--- src/rtl/rv_pkg.sv ---
// Shared RV32I pipeline definitions: load funct3 codes and writeback-source encodings.
package rv_pkg;

  localparam logic [2:0] F3_LB  = 3'b000;
  localparam logic [2:0] F3_LH  = 3'b001;
  localparam logic [2:0] F3_LW  = 3'b010;
  localparam logic [2:0] F3_LBU = 3'b100;
  localparam logic [2:0] F3_LHU = 3'b101;

  typedef enum logic [1:0] {
    WB_SEL_ALU = 2'd0,
    WB_SEL_MEM = 2'd1,
    WB_SEL_PC4 = 2'd2,
    WB_SEL_IMM = 2'd3
  } wb_sel_e;

  // Halfword loads need an even offset, word loads a zero offset.
  function automatic logic is_misaligned(input logic [2:0] funct3, input logic [1:0] addr_lo);
    logic mis;
    mis = 1'b0;
    if ((funct3 == F3_LH) || (funct3 == F3_LHU)) mis = addr_lo[0];
    else if (funct3 == F3_LW)                    mis = (addr_lo != 2'b00);
    return mis;
  endfunction

endpackage

--- src/rtl/wb_stage_if.sv ---
// MEM -> WB stage bundle: MEM-side controls/data in, register-file/forwarding/retire out.
interface wb_stage_if #(
  parameter int XLEN      = 32,
  parameter int INSTRET_W = 64
);
  logic                 i_valid;
  logic                 i_stall;
  logic                 i_flush;
  logic [31:0]          i_inst;
  logic [4:0]           i_rd_addr;
  logic                 i_reg_wr_en;
  logic [1:0]           i_wb_sel;
  logic [2:0]           i_funct3;
  logic [1:0]           i_addr_lo;
  logic [XLEN-1:0]      i_dmem_rdata;
  logic [XLEN-1:0]      i_alu_result;
  logic [XLEN-1:0]      i_pc_plus4;
  logic [XLEN-1:0]      i_imm;

  logic                 o_rd_wen;
  logic [4:0]           o_rd_addr;
  logic [XLEN-1:0]      o_rd_wdata;
  logic                 o_fwd_valid;
  logic                 o_retire;
  logic [31:0]          o_retire_inst;
  logic                 o_trap_misaligned;
  logic [INSTRET_W-1:0] o_instret;

  modport master (
    output i_valid, i_stall, i_flush, i_inst, i_rd_addr, i_reg_wr_en, i_wb_sel,
           i_funct3, i_addr_lo, i_dmem_rdata, i_alu_result, i_pc_plus4, i_imm,
    input  o_rd_wen, o_rd_addr, o_rd_wdata, o_fwd_valid, o_retire, o_retire_inst,
           o_trap_misaligned, o_instret
  );

  modport slave (
    input  i_valid, i_stall, i_flush, i_inst, i_rd_addr, i_reg_wr_en, i_wb_sel,
           i_funct3, i_addr_lo, i_dmem_rdata, i_alu_result, i_pc_plus4, i_imm,
    output o_rd_wen, o_rd_addr, o_rd_wdata, o_fwd_valid, o_retire, o_retire_inst,
           o_trap_misaligned, o_instret
  );
endinterface

--- src/rtl/load_align.sv ---
// Load data alignment: byte-shift the raw word and size/sign-extend per funct3.
module load_align
  import rv_pkg::*;
#(
  parameter int XLEN = 32
) (
  input  logic [XLEN-1:0] rdata,
  input  logic [1:0]      addr_lo,
  input  logic [2:0]      funct3,
  output logic [XLEN-1:0] data,
  output logic            misaligned
);

  logic [XLEN-1:0] shifted;

  // Shift the addressed byte lane down to bit 0, then extend by load type.
  always_comb begin
    shifted    = rdata >> {addr_lo, 3'b000};
    data       = '0;
    misaligned = is_misaligned(funct3, addr_lo);
    case (funct3)
      F3_LB:   data = {{(XLEN-8){shifted[7]}}, shifted[7:0]};
      F3_LBU:  data = {{(XLEN-8){1'b0}}, shifted[7:0]};
      F3_LH:   data = {{(XLEN-16){shifted[15]}}, shifted[15:0]};
      F3_LHU:  data = {{(XLEN-16){1'b0}}, shifted[15:0]};
      F3_LW:   data = shifted;
      default: data = '0;
    endcase
  end

endmodule

--- src/rtl/wb_stage.sv ---
// RV32I writeback stage: load align + WB mux into the MEM/WB register, which
// drives the register-file write port, forwarding and retirement/minstret.
module wb_stage
  import rv_pkg::*;
#(
  parameter int XLEN      = 32,
  parameter int INSTRET_W = 64
) (
  input  logic      i_clk,
  input  logic      i_rst,
  wb_stage_if.slave bus
);

  logic [XLEN-1:0]      load_data;
  logic                 load_mis;
  logic                 mem_trap;
  logic [XLEN-1:0]      wb_data;
  logic                 retire;

  logic                 valid_q,   valid_d;
  logic                 wr_en_q,   wr_en_d;
  logic [4:0]           rd_addr_q, rd_addr_d;
  logic [XLEN-1:0]      wdata_q,   wdata_d;
  logic [31:0]          inst_q,    inst_d;
  logic                 trap_q,    trap_d;
  logic                 retired_q, retired_d;
  logic [INSTRET_W-1:0] instret_q, instret_d;

  load_align #(.XLEN(XLEN)) u_load_align (
    .rdata      (bus.i_dmem_rdata),
    .addr_lo    (bus.i_addr_lo),
    .funct3     (bus.i_funct3),
    .data       (load_data),
    .misaligned (load_mis)
  );

  // Writeback source select; a misaligned load traps only when memory is the source.
  always_comb begin
    wb_data  = '0;
    mem_trap = 1'b0;
    case (wb_sel_e'(bus.i_wb_sel))
      WB_SEL_ALU: wb_data = bus.i_alu_result;
      WB_SEL_MEM: begin
        wb_data  = load_data;
        mem_trap = load_mis;
      end
      WB_SEL_PC4: wb_data = bus.i_pc_plus4;
      WB_SEL_IMM: wb_data = bus.i_imm;
      default:    wb_data = '0;
    endcase
  end

  // Retire once per entry: the retired flag latches during a stall so a held
  // entry keeps writing rd but never pulses retire twice.
  assign retire = valid_q & ~trap_q & ~retired_q;

  // Stage-register next state: flush beats stall beats capture.
  always_comb begin
    valid_d   = valid_q;
    wr_en_d   = wr_en_q;
    rd_addr_d = rd_addr_q;
    wdata_d   = wdata_q;
    inst_d    = inst_q;
    trap_d    = trap_q;
    retired_d = retired_q;
    instret_d = instret_q + INSTRET_W'(retire);
    if (bus.i_flush) begin
      valid_d   = 1'b0;
      wr_en_d   = 1'b0;
      trap_d    = 1'b0;
      retired_d = 1'b0;
    end else if (bus.i_stall) begin
      retired_d = retired_q | valid_q;
    end else begin
      valid_d   = bus.i_valid;
      rd_addr_d = bus.i_rd_addr;
      wdata_d   = wb_data;
      inst_d    = bus.i_inst;
      trap_d    = bus.i_valid & mem_trap;
      wr_en_d   = bus.i_reg_wr_en & ~mem_trap & (bus.i_rd_addr != 5'd0);
      retired_d = 1'b0;
    end
  end

  // MEM/WB pipeline register and retired-instruction counter.
  always_ff @(posedge i_clk or negedge i_rst) begin
    if (!i_rst) begin
      valid_q   <= 1'b0;
      wr_en_q   <= 1'b0;
      rd_addr_q <= '0;
      wdata_q   <= '0;
      inst_q    <= '0;
      trap_q    <= 1'b0;
      retired_q <= 1'b0;
      instret_q <= '0;
    end else begin
      valid_q   <= valid_d;
      wr_en_q   <= wr_en_d;
      rd_addr_q <= rd_addr_d;
      wdata_q   <= wdata_d;
      inst_q    <= inst_d;
      trap_q    <= trap_d;
      retired_q <= retired_d;
      instret_q <= instret_d;
    end
  end

  assign bus.o_rd_wen          = valid_q & wr_en_q;
  assign bus.o_fwd_valid       = valid_q & wr_en_q;
  assign bus.o_rd_addr         = rd_addr_q;
  assign bus.o_rd_wdata        = wdata_q;
  assign bus.o_retire          = retire;
  assign bus.o_retire_inst     = inst_q;
  assign bus.o_trap_misaligned = trap_q;
  assign bus.o_instret         = instret_q;

endmodule

--- src/flat_wrapper.sv ---
// flat-port wrapper written by rule: the top's interface ports become plain ports
module wb_stage_flat import rv_pkg::*;
#(
  parameter int XLEN      = 32,
  parameter int INSTRET_W = 64
)
  (i_clk, i_rst, bus_i_valid, bus_i_stall, bus_i_flush, bus_i_inst, bus_i_rd_addr, bus_i_reg_wr_en, bus_i_wb_sel, bus_i_funct3, bus_i_addr_lo, bus_i_dmem_rdata, bus_i_alu_result, bus_i_pc_plus4, bus_i_imm, bus_o_rd_wen, bus_o_rd_addr, bus_o_rd_wdata, bus_o_fwd_valid, bus_o_retire, bus_o_retire_inst, bus_o_trap_misaligned, bus_o_instret);
  wb_stage_if #(.XLEN(XLEN), .INSTRET_W(INSTRET_W)) bus_i ();
  input  logic i_clk;
  input  logic i_rst;
  input wire logic [$bits(bus_i.i_valid)-1:0] bus_i_valid;
  input wire logic [$bits(bus_i.i_stall)-1:0] bus_i_stall;
  input wire logic [$bits(bus_i.i_flush)-1:0] bus_i_flush;
  input wire logic [$bits(bus_i.i_inst)-1:0] bus_i_inst;
  input wire logic [$bits(bus_i.i_rd_addr)-1:0] bus_i_rd_addr;
  input wire logic [$bits(bus_i.i_reg_wr_en)-1:0] bus_i_reg_wr_en;
  input wire logic [$bits(bus_i.i_wb_sel)-1:0] bus_i_wb_sel;
  input wire logic [$bits(bus_i.i_funct3)-1:0] bus_i_funct3;
  input wire logic [$bits(bus_i.i_addr_lo)-1:0] bus_i_addr_lo;
  input wire logic [$bits(bus_i.i_dmem_rdata)-1:0] bus_i_dmem_rdata;
  input wire logic [$bits(bus_i.i_alu_result)-1:0] bus_i_alu_result;
  input wire logic [$bits(bus_i.i_pc_plus4)-1:0] bus_i_pc_plus4;
  input wire logic [$bits(bus_i.i_imm)-1:0] bus_i_imm;
  output wire logic [$bits(bus_i.o_rd_wen)-1:0] bus_o_rd_wen;
  output wire logic [$bits(bus_i.o_rd_addr)-1:0] bus_o_rd_addr;
  output wire logic [$bits(bus_i.o_rd_wdata)-1:0] bus_o_rd_wdata;
  output wire logic [$bits(bus_i.o_fwd_valid)-1:0] bus_o_fwd_valid;
  output wire logic [$bits(bus_i.o_retire)-1:0] bus_o_retire;
  output wire logic [$bits(bus_i.o_retire_inst)-1:0] bus_o_retire_inst;
  output wire logic [$bits(bus_i.o_trap_misaligned)-1:0] bus_o_trap_misaligned;
  output wire logic [$bits(bus_i.o_instret)-1:0] bus_o_instret;
  assign bus_i.i_valid = bus_i_valid;
  assign bus_i.i_stall = bus_i_stall;
  assign bus_i.i_flush = bus_i_flush;
  assign bus_i.i_inst = bus_i_inst;
  assign bus_i.i_rd_addr = bus_i_rd_addr;
  assign bus_i.i_reg_wr_en = bus_i_reg_wr_en;
  assign bus_i.i_wb_sel = bus_i_wb_sel;
  assign bus_i.i_funct3 = bus_i_funct3;
  assign bus_i.i_addr_lo = bus_i_addr_lo;
  assign bus_i.i_dmem_rdata = bus_i_dmem_rdata;
  assign bus_i.i_alu_result = bus_i_alu_result;
  assign bus_i.i_pc_plus4 = bus_i_pc_plus4;
  assign bus_i.i_imm = bus_i_imm;
  assign bus_o_rd_wen = bus_i.o_rd_wen;
  assign bus_o_rd_addr = bus_i.o_rd_addr;
  assign bus_o_rd_wdata = bus_i.o_rd_wdata;
  assign bus_o_fwd_valid = bus_i.o_fwd_valid;
  assign bus_o_retire = bus_i.o_retire;
  assign bus_o_retire_inst = bus_i.o_retire_inst;
  assign bus_o_trap_misaligned = bus_i.o_trap_misaligned;
  assign bus_o_instret = bus_i.o_instret;
  wb_stage #(.XLEN(XLEN), .INSTRET_W(INSTRET_W)) u_core (.i_clk(i_clk), .i_rst(i_rst), .bus(bus_i));
endmodule
--- config.mk ---
export PLATFORM = sky130hd
export DESIGN_NAME = wb_stage_flat
export DESIGN_NICKNAME = d
export VERILOG_FILES = /design/src/rtl/rv_pkg.sv /design/src/rtl/wb_stage_if.sv /design/src/rtl/load_align.sv /design/src/rtl/wb_stage.sv /design/src/flat_wrapper.sv
export SDC_FILE = /design/constraint.sdc
export NUM_CORES = 1
export LEC_CHECK = 0
export ABC_AREA = 1
export CAP_MARGIN = 10
export CORE_ASPECT_RATIO = 1.25
export CORE_UTILIZATION = 48
export DETAILED_ROUTE_END_ITERATION = 10
export PLACE_DENSITY = 0.87
export SETUP_SLACK_MARGIN = 0.05
export SYNTH_ARGS = -nofsm -noshare
export SYNTH_HDL_FRONTEND = slang
export SYNTH_SLANG_ARGS = --single-unit
--- constraint.sdc ---
create_clock -name i_clk -period 3.18 [get_ports i_clk]
set_clock_uncertainty 0.2 [all_clocks]
set_input_delay 0.318 -clock i_clk [delete_from_list [all_inputs] [get_ports i_clk]]
set_output_delay 0.318 -clock i_clk [all_outputs]
set_load 0.005 [all_outputs]
==> results of run 1 <==
cell families (layout without fill, tap and decap cells):
logic type,after synthesis,after routing,share of synthesized area
fa+ha+maj,2,2,0.003078
simple gates,786,786,0.4025
flops,137,137,0.4217
xor+xnor,47,47,0.05064
compound gates,80,80,0.05726
other cells,0,2,0
buf+inv,120,436,0.06480
state kept, by name (all words and copies together) (netlist names):
signal and cells:
u_core.bus.o_instret 64, u_core.bus.o_rd_wdata 32, u_core.bus.o_retire_inst 32, u_core.bus.o_rd_addr 5, u_core.bus.o_trap_misaligned 1, u_core.retired_q 1
u_core.valid_q 1, u_core.wr_en_q 1
critical path: cells and delay by family (launching register included):
family	cells	cell delay, ns
DFF	1	0.40
and+or+nand+nor	5	1.17
AOI/OAI and AO/OA	1	0.18
adders and majority gates	2	0.67
per-layer routing:
layer	GRT usage	wire (um)	vias up	part of all wire
li1	-	-	4307	-
met1	0.4124	11460	4214	0.37
met2	0.6532	16100	490	0.52
met3	0.06443	2085	96	0.067
met4	0.2032	1612	0	0.052
met5	0	0	-	0
final timing paths:
kind                                                          start                                       end  slack, ns  cells after the start
min reg2reg                u_core.bus.o_retire_inst[17]$_DFFE_PN0P_  u_core.bus.o_retire_inst[17]$_DFFE_PN0P_       0.27                      2
min in group asynchronous                                     i_rst        u_core.bus.o_instret[23]$_DFF_PN0_       0.30                      2
min                                                  bus_i_inst[27]  u_core.bus.o_retire_inst[27]$_DFFE_PN0P_       0.22                      3
max                        u_core.bus.o_trap_misaligned$_DFFE_PN0P_        u_core.bus.o_instret[62]$_DFF_PN0_       0.43                      8
max in group asynchronous                                     i_rst   u_core.bus.o_retire_inst[9]$_DFFE_PN0P_       1.65                      3
max reg2reg                u_core.bus.o_trap_misaligned$_DFFE_PN0P_        u_core.bus.o_instret[62]$_DFF_PN0_       0.43                      8
Yosys cell counts:
library cell and count:
xor2_1 33, dfrtp_1 137, o21ai_1 12, clkbuf_1 20, nand3b_1 1, ha_1 2, nor2_1 160, buf_2 14
o21ai_0 37, nor2_4 8, nor3_1 21, buf_6 6, a21oi_1 7, nand3_1 64, xnor2_1 14, nand2_4 1
nor3_2 5, a21oi_2 1, nand2_1 490, nand4_1 15, a221oi_1 9, buf_4 3, o22ai_1 6, inv_4 1
nand2_2 7, inv_1 69, nor2_2 9, o211ai_1 8, inv_2 7, nor3b_1 1, nor3_4 1, nand3_2 3
repair_timing:
action,in CTS,in global routing
resized for setup,0,0
endpoints found under the hold margin,71,0
buffers inserted,0,0
hold buffers,1,0
per-stage QoR:
step                instances  power, mW  cell area (um^2)
floorplan                1172      2.378              8129
global placement         1671      3.067             11430
detailed placement       1671      3.088             11430
CTS                      1704      5.280             12090
global route             1706      5.455             12090
finish                   1706      5.272             12090
area by class of cell:
type	count	area [um^2]
inverters	77	291.5
diodes	2	5.005
clock inverters	14	219.0
repair buffers	327	3269
well taps	216	270.3
multi-input cells	915	4179
fillers	1305	4304
clock buffers	18	429.2
flip-flops and latches	137	3428
power by group:
| group | total [mW] | internal, mW | switching [mW] |
|---|---|---|---|
| sequential | 2.01 | 1.90 | 0.112 |
| clock | 2.20 | 1.40 | 0.806 |
| combinational | 1.06 | 0.591 | 0.469 |
==> impl_metrics.yaml, run 1 <==
pwr:
  power_density_nw_per_um2: 436.0
  p_leak_nw: 5.396
  vdd_drop_max_uv: 350.5
clock_network:
  clock_sinks: 137
  clk_path_buf_depth: 2
  clkLatencyLatePin_ns: 0.43
  clkTransAtPathRegs_ns: 0.07
  htreeDepth: 4
  numCtsBuffers: 17
  cts_tree: "done"
  cts_root_buffer: "clkbuf_16"
logic_synthesis:
  synth_seq_cells: 137
  ys_seq_area_frac: 0.4217
  syn_area_um2: 8129
  synth_top_area_share: 0.4217
  syn_inst: 1172
  syn_area_per_cell_um2: 6.936
  synthTopCellsByArea: "dfrtp_1 42%, nand2_1 23%, nor2_1 7.4%"
  yosys.area.top_type: "dfrtp_1"
  ys_types: 32
  syn-num-nets: 1352
  yosys_warnings: 0
finish:
  final_cell_mix: "490 x nand2_1, 313 x clkdlybuf4s50_1, 160 x nor2_1, 137 x dfrtp_1, 69 x inv_1"
  final_layout_size_suffix_gt1_frac: 0.05847
  final_common_cell: "nand2_1"
  nets: 1655
  fin_util: 0.7375
  syn2layout_area_growth_pct: 48.75
min_path:
  hold_path.class: "primary input to flip-flop"
worst_setup_path:
  start_kind: "flip-flop"
  cp.arrival_ns: 2.85
  worst_ep_required_time_ns: 3.29
  crit_fanout: 4
  cpPeakStageDelay_ns: 0.40
  path_class: "flip-flop to flip-flop"
  path_cells: "nor3b_1 > ha_1 > ha_1 > nand2_2 > nor2_2 > nand2_1 > o21ai_1 > nand2_1"
  cp-end-kind: "flip-flop"
  critPathSlowestCell: "dfrtp_1"
floorplanning:
  die_w_um: 118.4
  chipHeight_um: 147.5
  dieArea_um2: 17460
  coreArea_um2: 16400
  ios: 315
  initial_utilization: 0.4958
  rows: 52
sta:
  slew_headroom: 0.5447
  finalHoldViolCount: 0
  drv_slew: 0
  worst_slew_pin_slew_ns: 0.6804
  timing.final.crit_share: 0.8640
  setup_violations: 0
  whs_ns: 0.2156
  max_freq_mhz: 364.0
  setup_tns_ns: 0
  rsz0062_at_grt: "no"
  period_minus_slack_ns: 2.747
  setup_ws_ns: 0.4325
drt:
  num_vias: 9107
  post_drt_wl_per_cell_um: 18.32
  dr.pass1.iters: 8
  first_iter_violations: 652
  antenna_left: 0
  vias_per_cell: 5.338
  drc: 0
  routed_wl_um: 31260
run:
  cap_violations: 0
placement:
  gp_congestion: 1.039
  io_buffers: 314
  dpl.hpwl_um: 24510
  dp_slack_ns: 0.5965
grt:
  grt_max_degree: 73
  grt-ovfl-total: 0
  grt_pass1_wl_um: 48260
  grt_pass1_vias: 9010
  antenna_found_initial: 2
  grtUsageTotal: 0.3655
run_status:
  outcome: "finished clean"
Power figures use the tool's default switching activity.
==> run 2: changes to the inputs <==
Settings changed: ABC_CLOCK_PERIOD_IN_PS set to 3180.
==> results of run 2 <==
Final layout, timing and power as in run 1 (identical DEF).
==> run 3: changes to the inputs <==
Settings changed: ABC_CLOCK_PERIOD_IN_PS 3180 to 3300.
Clock period 3.18 ns to 3.3 ns, I/O delays scaled along.
==> impl_metrics.yaml, run 3 (synthesis results as in run 1) <==
clock_network:
  clk_path_buf_depth: 2
  postCtsSetupBuffers: 0
  cts_tree: "done"
  clock_sinks: 137
  numCtsBuffers: 17
  clkTransAtPathRegs_ns: 0.06
  clkLatencyLatePin_ns: 0.42
  htreeDepth: 4
  cts_root_buffer: "clkbuf_16"
finish:
  n_fill_cell: 1329
  fin_cells: 1703
  regArea_um2: 3428
  nets: 1654
  diodes: 0
  multi_input_area_um2: 4179
  final_common_cell: "nand2_1"
  final_cell_mix: "490 x nand2_1, 313 x clkdlybuf4s50_1, 160 x nor2_1, 137 x dfrtp_1, 69 x inv_1"
  syn2layout_area_growth_pct: 47.82
  largest_reg_flops: 64
  final_layout_size_suffix_gt1_frac: 0.05649
drt:
  dr.pass1.iters: 6
  num_vias: 9091
  drc: 0
  antenna_left: 0
  routed_wl_um: 30860
  post_drt_wl_per_cell_um: 18.12
  first_iter_violations: 659
  vias_per_cell: 5.338
worst_setup_path:
  crit_fanout: 5
  worst_ep_required_time_ns: 3.40
  path_class: "flip-flop to flip-flop"
  start_kind: "flip-flop"
  cp-end-kind: "flip-flop"
  cp.arrival_ns: 2.72
placement:
  dp_cells: 1670
  io_buffers: 314
  gp_congestion: 1.006
  dpl.hpwl_um: 24380
floorplanning:
  dieArea_um2: 17460
  chipHeight_um: 147.5
  rows: 52
  coreArea_um2: 16400
  die_w_um: 118.4
  initial_utilization: 0.4958
  ios: 315
sta:
  timing.final.crit_share: 0.7966
  setup_tns_ns: 0
  max_freq_mhz: 380.4
  period_minus_slack_ns: 2.629
  setup_violations: 0
  worst_slew_pin_slew_ns: 1.019
  finalHoldViolCount: 0
  drv_slew: 0
  slew_headroom: 0.3204
  rsz0062_at_grt: "no"
min_path:
  hold_path.class: "primary input to flip-flop"
pwr:
  switching_share: 0.2639
  p_leak_nw: 5.354
  power_density_nw_per_um2: 407.4
  p_switching_mw: 1.292
  vdd_drop_max_uv: 372.2
  p_seq_frac: 0.396
  intPower_mw: 3.603
  clockPowerShare: 0.396
  comb_power_share: 0.208
grt:
  grtUsageTotal: 0.3545
  antenna_found_initial: 0
  grt_pass1_wl_um: 46910
  grt-ovfl-total: 0
  grt_max_degree: 110
  grt_pass1_vias: 9021
run_status:
  outcome: "finished clean"
run:
  cap_violations: 0
run 3: metal layers:
layer	share of wire	GRT usage
met1	0.36	0.3884
met2	0.52	0.6429
met3	0.066	0.05285
met4	0.059	0.2222
met5	0	0
run 3: worst paths after layout:
path	start	end	slack, ns	cells past startpoint
worst max-delay path	u_core.bus.o_trap_misaligned$_DFFE_PN0P_	u_core.bus.o_instret[48]$_DFF_PN0_	0.67	9
worst min-delay path	bus_i_inst[0]	u_core.bus.o_retire_inst[0]$_DFFE_PN0P_	0.24	3
worst max register to register	u_core.bus.o_trap_misaligned$_DFFE_PN0P_	u_core.bus.o_instret[48]$_DFF_PN0_	0.67	9
worst min register to register	u_core.bus.o_retire_inst[16]$_DFFE_PN0P_	u_core.bus.o_retire_inst[16]$_DFFE_PN0P_	0.27	2
max in group asynchronous	i_rst	u_core.bus.o_retire_inst[22]$_DFFE_PN0P_	1.59	3
min in group asynchronous	i_rst	u_core.bus.o_instret[24]$_DFF_PN0_	0.40	2
run 3: timing repair:
item,CTS,global route
endpoints found under the hold margin,107,0
gates resized for setup,0,0
endpoints found under the setup margin,0,0
hold buffers,1,0
run 3: final cells by class:
type	count	share of cell area
flip-flops and latches	137	0.2853
clock buffers	21	0.03748
repair buffers	326	0.2704
clock inverters	11	0.01229
inverters	77	0.02426
multi-input cells	915	0.3478
well taps	216	0.02249
run 3: through the flow:
stage / hold slack (ns) / util / instance area [um^2] / power (mW) / setup slack (ns)
final: 0.2382 / 0.7329 / 12020 / 4.895 / 0.6713
after global routing: 0.2516 / 0.7329 / 12020 / 5.075 / 0.5557
after CTS: 0.2267 / 0.7329 / 12020 / 4.918 / 0.7110
after detailed placement: 0.2570 / 0.6958 / 11410 / 2.979 / 0.5488
after global placement: 0.2527 / 0.6958 / 11410 / 2.953 / 0.6035
after floorplan: -0.1656 / - / 8129 / 2.292 / 1.027
run 3: worst max-delay path, cell delays in order, from the launching register on:
cell and delay [ns]:
dfrtp_1 0.41, nor3b_1 0.31, ha_1 0.31, ha_1 0.35, inv_2 0.11, nor2_4 0.18
nand2_1 0.14, nor2_2 0.21, nand3_1 0.12, xnor2_1 0.15
run 3: power by group through the flow:
| stage | registers, mW | clock network (mW) | logic, mW |
|---|---|---|---|
| after floorplan | 1.96 | 0 | 0.330 |
| after global placement | 1.96 | 0 | 0.997 |
| after detailed placement | 1.96 | 0 | 1.02 |
| after CTS | 1.94 | 1.96 | 1.02 |
| after global routing | 1.95 | 2.02 | 1.10 |
| final | 1.94 | 1.94 | 1.02 |
